`src/rtl/counter_seq_ctrl_if.sv`:
```
// ---------------------------------------------------------------------------
// counter_seq_ctrl_if
//   Bundles the board-side command inputs and the display/LED-side status
//   outputs of the run-control sequencer.
//
//   Command group  (master -> slave): start, stop, pause, up_down,
//                                     auto_reload, load, load_val[7:0],
//                                     limit[7:0]
//   Status group   (slave -> master): cont[7:0], tick, wrap, done, busy,
//                                     state[1:0]
//
//   master : board control side (buttons/switches, or a testbench)
//   slave  : the counter_seq_ctrl block
// ---------------------------------------------------------------------------
interface counter_seq_ctrl_if;
    logic       start;
    logic       stop;
    logic       pause;
    logic       up_down;
    logic       auto_reload;
    logic       load;
    logic [7:0] load_val;
    logic [7:0] limit;
    logic [7:0] cont;
    logic       tick;
    logic       wrap;
    logic       done;
    logic       busy;
    logic [1:0] state;

    modport master (
        output start, stop, pause, up_down, auto_reload, load, load_val, limit,
        input  cont, tick, wrap, done, busy, state
    );

    modport slave (
        input  start, stop, pause, up_down, auto_reload, load, load_val, limit,
        output cont, tick, wrap, done, busy, state
    );
endinterface

```
`src/rtl/counter_seq_ctrl.sv`:
```
// ---------------------------------------------------------------------------
// counter_seq_ctrl
//   Run-control sequencer for a prescaled 8-bit event counter. Owns the
//   frequency-divider prescaler and the count register, and adds
//   start/stop/pause control, up/down direction, parallel load, a
//   programmable terminal value and done/wrap reporting.
//
//   Parameters
//     DIV : clock cycles per count tick (>= 2)
//     PW  : prescaler width, 2**PW must exceed DIV
//
//   Ports
//     clk : system clock, rising edge
//     rst : asynchronous, active-high reset
//     bus : counter_seq_ctrl_if.slave
//           in  : start, stop, pause, up_down, auto_reload, load,
//                 load_val[7:0], limit[7:0]
//           out : cont[7:0], tick, wrap, done, busy, state[1:0]
//                 (state: IDLE=00, RUN=01, PAUSE=10, DONE=11)
//
//   All outputs come straight from registers. Command priority in every
//   state is stop > load > start > pause; commands are level-sampled.
// ---------------------------------------------------------------------------
module counter_seq_ctrl #(
    parameter int DIV = 50000000,
    parameter int PW  = 26
) (
    input  logic               clk,
    input  logic               rst,
    counter_seq_ctrl_if.slave  bus
);

    typedef enum logic [1:0] {
        IDLE  = 2'b00,
        RUN   = 2'b01,
        PAUSE = 2'b10,
        DONE  = 2'b11
    } state_t;

    localparam logic [PW-1:0] PRE_LAST = PW'(DIV - 1);

    state_t        r_state;
    state_t        w_state_nxt;
    logic [PW-1:0] r_pre;
    logic [PW-1:0] w_pre_nxt;
    logic [7:0]    r_cont;
    logic [7:0]    w_cont_nxt;
    logic          r_tick;
    logic          r_wrap;
    logic          r_done;
    logic          r_busy;
    logic          w_tick_nxt;
    logic          w_wrap_nxt;
    logic          w_roll;

    // Prescaler rollover: only meaningful while running.
    assign w_roll = (r_state == RUN) && (r_pre == PRE_LAST);

    // -----------------------------------------------------------------------
    // Next-state / next-data logic
    // -----------------------------------------------------------------------
    always_comb begin
        w_state_nxt = r_state;
        w_pre_nxt   = r_pre;
        w_cont_nxt  = r_cont;
        w_tick_nxt  = 1'b0;
        w_wrap_nxt  = 1'b0;

        if (bus.stop) begin
            w_state_nxt = IDLE;
            w_pre_nxt   = '0;
        end else if (bus.load) begin
            // A load on the rollover cycle suppresses that cycle's step.
            w_cont_nxt = bus.load_val;
            w_pre_nxt  = '0;
            if (r_state == DONE) begin
                w_state_nxt = IDLE;
            end
        end else begin
            unique case (r_state)
                IDLE: begin
                    if (bus.start) begin
                        w_state_nxt = RUN;
                        w_pre_nxt   = '0;
                    end
                end

                RUN: begin
                    // A pause on the rollover cycle still lets the step land;
                    // reaching DONE on that same step takes precedence.
                    if (bus.pause) begin
                        w_state_nxt = PAUSE;
                    end
                    if (w_roll) begin
                        w_pre_nxt  = '0;
                        w_tick_nxt = 1'b1;
                        if (bus.up_down) begin
                            if (r_cont != bus.limit) begin
                                // Above the limit this wraps 255 -> 0 silently.
                                w_cont_nxt = r_cont + 8'd1;
                            end else if (bus.auto_reload) begin
                                w_cont_nxt = 8'd0;
                                w_wrap_nxt = 1'b1;
                            end else begin
                                w_state_nxt = DONE;
                            end
                        end else begin
                            if (r_cont != 8'd0) begin
                                w_cont_nxt = r_cont - 8'd1;
                            end else if (bus.auto_reload) begin
                                w_cont_nxt = bus.limit;
                                w_wrap_nxt = 1'b1;
                            end else begin
                                w_state_nxt = DONE;
                            end
                        end
                    end else begin
                        w_pre_nxt = r_pre + PW'(1);
                    end
                end

                PAUSE: begin
                    // Resume keeps the prescaler phase.
                    if (bus.start) begin
                        w_state_nxt = RUN;
                    end
                end

                DONE: begin
                    if (bus.start) begin
                        w_state_nxt = RUN;
                        w_pre_nxt   = '0;
                        w_cont_nxt  = bus.up_down ? 8'd0 : bus.limit;
                    end
                end

                default: begin
                    w_state_nxt = IDLE;
                end
            endcase
        end
    end

    // -----------------------------------------------------------------------
    // State, data and flag registers
    // -----------------------------------------------------------------------
    always_ff @(posedge clk or posedge rst) begin
        if (rst) begin
            r_state <= IDLE;
            r_pre   <= '0;
            r_cont  <= 8'd0;
            r_tick  <= 1'b0;
            r_wrap  <= 1'b0;
            r_done  <= 1'b0;
            r_busy  <= 1'b0;
        end else begin
            r_state <= w_state_nxt;
            r_pre   <= w_pre_nxt;
            r_cont  <= w_cont_nxt;
            r_tick  <= w_tick_nxt;
            r_wrap  <= w_wrap_nxt;
            // Flags follow the next state so they line up with bus.state.
            r_done  <= (w_state_nxt == DONE);
            r_busy  <= (w_state_nxt == RUN) || (w_state_nxt == PAUSE);
        end
    end

    assign bus.cont  = r_cont;
    assign bus.tick  = r_tick;
    assign bus.wrap  = r_wrap;
    assign bus.done  = r_done;
    assign bus.busy  = r_busy;
    assign bus.state = r_state;

endmodule

```
`src/flat_wrapper.sv`:
```
// flat-port wrapper written by rule: the top's interface ports become plain ports
module counter_seq_ctrl_flat 
#(
    parameter int DIV = 50000000,
    parameter int PW  = 26
)
  (clk, rst, bus_start, bus_stop, bus_pause, bus_up_down, bus_auto_reload, bus_load, bus_load_val, bus_limit, bus_cont, bus_tick, bus_wrap, bus_done, bus_busy, bus_state);
  counter_seq_ctrl_if bus_i ();
  input  logic clk;
  input  logic rst;
  input wire logic [$bits(bus_i.start)-1:0] bus_start;
  input wire logic [$bits(bus_i.stop)-1:0] bus_stop;
  input wire logic [$bits(bus_i.pause)-1:0] bus_pause;
  input wire logic [$bits(bus_i.up_down)-1:0] bus_up_down;
  input wire logic [$bits(bus_i.auto_reload)-1:0] bus_auto_reload;
  input wire logic [$bits(bus_i.load)-1:0] bus_load;
  input wire logic [$bits(bus_i.load_val)-1:0] bus_load_val;
  input wire logic [$bits(bus_i.limit)-1:0] bus_limit;
  output wire logic [$bits(bus_i.cont)-1:0] bus_cont;
  output wire logic [$bits(bus_i.tick)-1:0] bus_tick;
  output wire logic [$bits(bus_i.wrap)-1:0] bus_wrap;
  output wire logic [$bits(bus_i.done)-1:0] bus_done;
  output wire logic [$bits(bus_i.busy)-1:0] bus_busy;
  output wire logic [$bits(bus_i.state)-1:0] bus_state;
  assign bus_i.start = bus_start;
  assign bus_i.stop = bus_stop;
  assign bus_i.pause = bus_pause;
  assign bus_i.up_down = bus_up_down;
  assign bus_i.auto_reload = bus_auto_reload;
  assign bus_i.load = bus_load;
  assign bus_i.load_val = bus_load_val;
  assign bus_i.limit = bus_limit;
  assign bus_cont = bus_i.cont;
  assign bus_tick = bus_i.tick;
  assign bus_wrap = bus_i.wrap;
  assign bus_done = bus_i.done;
  assign bus_busy = bus_i.busy;
  assign bus_state = bus_i.state;
  counter_seq_ctrl #(.DIV(DIV), .PW(PW)) u_core (.clk(clk), .rst(rst), .bus(bus_i));
endmodule
```
`config.mk`:
```
export PLATFORM = sky130hd
export DESIGN_NAME = counter_seq_ctrl_flat
export DESIGN_NICKNAME = d
export VERILOG_FILES = /design/src/rtl/counter_seq_ctrl_if.sv /design/src/rtl/counter_seq_ctrl.sv /design/src/flat_wrapper.sv
export SDC_FILE = /design/constraint.sdc
export NUM_CORES = 1
export LEC_CHECK = 0
export ABC_CLOCK_PERIOD_IN_PS = 2910
export CAP_MARGIN = 20
export CORE_MARGIN = 2
export CORE_UTILIZATION = 55
export CTS_CLUSTER_SIZE = 8
export DETAILED_ROUTE_END_ITERATION = 6
export PLACE_DENSITY = 0.8
export SYNTH_ARGS = -nofsm -noshare
export SYNTH_HDL_FRONTEND = slang
export SYNTH_SLANG_ARGS = --single-unit
```
`constraint.sdc`:
```
create_clock -name clk -period 2.91 [get_ports clk]
set_input_delay 0.4365 -clock clk [delete_from_list [all_inputs] [get_ports clk]]
set_output_delay 0.4365 -clock clk [all_outputs]
set_load 0.01 [all_outputs]
```
==> impl_results.md <==
- Worst reg-to-reg setup slack: ~0.31 ns
- Max IR drop VDD: 422 uV
- Synthesized area: 2820 um^2
- Final setup viols: 0
- GP Congestion: 0.945
- Kind of critical path: flop to flop
- Clock-pin transition on the worst setup and hold timing paths: ~0.08 ns
- Hold path startpoint: u_core.r_pre[15]
- Final #Nets: 384
- Post-Syn Instances: 323
- Syn Nets: 355
- Drt first pass iters: 4
- Num ports: 38
- Worst path required time: roughly 3 ns
- CP Launch Type: flop
- N_diodes: 0
- Syn-to-layout area delta: 17.8%
- Final ANT Viol Nets: 0
- Util after Layout: 0.659
- Chip width: between 70 and 80 um
- Post-synth ARST share: 1.00
- Hold Crit Depth: 2
- Hold EP: u_core.r_pre[15]
- Final period utilization: 0.895
- Top_reg_cell synth: dfrtp_1
- Fmax: 0.384 GHz
- CTS buffer count: 5
- Worst skew pair latency: 0.29 ns
- Initial antenna violation count: 0
- Core area: just over 5000 um^2
- Clock Skew: 0.00414 ns
- Routed WL: 6640 um
- Status: completed
- WL per Instance: 15.7 um
- Hpwl dp: a little under 5000 um
- Pin count of the biggest net entering global routing: 41
- Worst reg2reg path depth: 9
- Share of the synthesized area in the top cell type: 0.355
- Worst-Margin Slew: just over 0.5 ns
- Worst reg2reg path endpoint: u_core.bus.busy
- Vias in the first global route: 2,450
- Cts-stage hold buffer count: 0
- P_leak: 1.30 nW
- Clock sink total: 40
- H-tree Lvls: 2
- Die area: 5720 um^2
- RSZ-0062 raised after global routing: no
- Buf/Inv on CP: 1
- Most Frequent Cell on Critical Path: ha_1
- Chip height: ~76 um
- Slowest stage cell, crit path: dfrtp_1
- CP Max Fanout: 9
- Reg-to-reg startpoint: u_core.bus.cont[0]
- Via density: 5.94
- Slew Limit Fails: 0
- Post-synth top cells: nor2_1 (48), dfrtp_1 (40), nand2_1 (23), xor2_1 (22), inv_1 (14)
- I/O Buffers: 37
- Final-report hold violation count: 0
- Delay-heaviest family, CP: simple AND/OR/NAND/NOR gates
- CP Cell Sequence: inv_1 > ha_1 > nor4b_4 > and2_1 > nor2_1 > and4bb_1 > nor3_1 > o32ai_1 > ha_1
- Largest cells by area after synthesis: dfrtp_1 (35%), xor2_1 (6.8%), nor2_1 (6.4%)
- CTS root buf: clkbuf_8
- Synth Warn #: 0
- Setup TNS: 0 ns
- Layout cells sized above 1: 0.0822
- Synth Area per Inst: 8.74 um^2
- Initial Util: 0.560
- CP peak stage delay: 0.50 ns
- DRC viols: 0
- WP data arrival: about 2.8 ns
- Tmin final: 2.60 ns
- PD cells: 453 nW/um^2
- Synth unique cells: 67
- Register area share after synthesis: 0.355
- Post_cts resized: 0
- Crit path from: u_core.bus.cont[0]
- Overall Global Routing Usage: 0.259
- Via Count: 2,511
- HP Class: flop to flop
- Seq cells post-synth: 40
- First-pass GRT wire length: 11,400 um
- DR iter-0 viols: 191
- Post-CTS setup buffers: 0
- Yosys top cell by area: dfrtp_1
- Clock buffer depth: 2
- Count leader, synth: nor2_1
- Row Count: 26
- Max cap viols: 0
- Number of synthesized flops with an enable pin: 0
- CP Capture Type: flop
- Relative slew slack: 0.659
- CTS tree: yes
- Remaining global-route overflow: 0
- Fillers: ~450
==> final cells by class <==
class,instances,area (um^2),share of cell area
repair buffers,41,400,0.120
well taps,70,87.6,0.0263
clock buffers,7,96.3,0.0290
flip-flops and latches,40,1000,0.301
multi-input cells,250,1660,0.498
inverters,14,52.6,0.0158
clock inverters,1,30.0,0.00903
==> per-layer routing <==
| metal | wire, um | global-route usage | share of wire | vias to the layer above |
|---|---|---|---|---|
| met4 | 71 | 0.0819 | 0.011 | 0 |
| li1 | - | - | - | 1214 |
| met3 | 312 | 0.0529 | 0.047 | 10 |
| met2 | 3390 | 0.442 | 0.51 | 62 |
| met5 | 0 | 0 | 0 | - |
| met1 | 2870 | 0.333 | 0.43 | 1225 |
==> worst max path at each step <==
stage / slack [ns] / cells after the start / to
after floorplan: 0.54 / 10 / u_core.bus.busy
after global placement: 0.25 / 8 / u_core.bus.busy
after detailed placement: 0.13 / 8 / u_core.bus.busy
after CTS: 0.32 / 9 / u_core.bus.busy
after global routing: 0.08 / 9 / u_core.bus.busy
final: 0.31 / 9 / u_core.bus.busy
==> cell usage in the layout, fill, tap and decap left out, drive strengths merged, types with 3 or more instances in the layout <==
cell type      instances
nor4                   7
a32o                   3
inv                   14
nor2                  48
nand3                 12
and4                   5
ha                     8
or4                    3
clkbuf                 7
o21ai                 13
o31ai                  3
and3                   4
clkdlybuf4s50         37
nand4                 10
dfrtp                 40
o22ai                  3
xnor2                 11
buf                    4
nor4b                  3
a21oi                 12
nand2                 23
o211ai                 4
nand2b                 4
xor2                  22
nor3                  13
==> sequential cells by signal (all words and copies together), names as in the netlist <==
signal and cells:
u_core.bus.wrap 1, u_core.bus.done 1, u_core.bus.cont 8, u_core.r_pre 26, u_core.bus.busy 1, u_core.bus.state 2
u_core.bus.tick 1
==> through the flow <==
stage          cell area, um^2  power, W  setup WS (ns)  hold slack, ns  instances
2_1_floorplan             2820  0.000891          0.537           0.496        323
3_3_place_gp              3200   0.00101          0.252           0.518        415
3_5_place_dp              3200   0.00102          0.130           0.533        415
4_1_cts                   3320   0.00152          0.321           0.547        423
5_1_grt                   3320   0.00159         0.0793           0.603        423
6_report                  3320   0.00151          0.306           0.542        423
==> where the power goes <==
part | switching [W] | internal [W] | leakage [nW]
Clock | 0.000186 | 0.000303 | 0.0645
Sequential | 0.0000794 | 0.000581 | 0.539
Combinational | 0.000178 | 0.000180 | 0.694
==> logic make-up after synthesis <==
group,share of synthesized area
multiplexers,0.00754
AO/OA/AOI/OAI,0.159
XOR/XNOR,0.102
buffers and inverters,0.0581
AND/OR/NAND/NOR,0.283
adder cells (fa/ha/maj),0.0355
flip-flops,0.355
==> worst min-delay path: cells and delay by family (launching register included) <==
family | cells | cell delay (ns)
DFF | 1 | 0.37
xor gates and xnor gates | 1 | 0.07
and+or+nand+nor | 1 | 0.07
(Power assumes the default switching activity.)
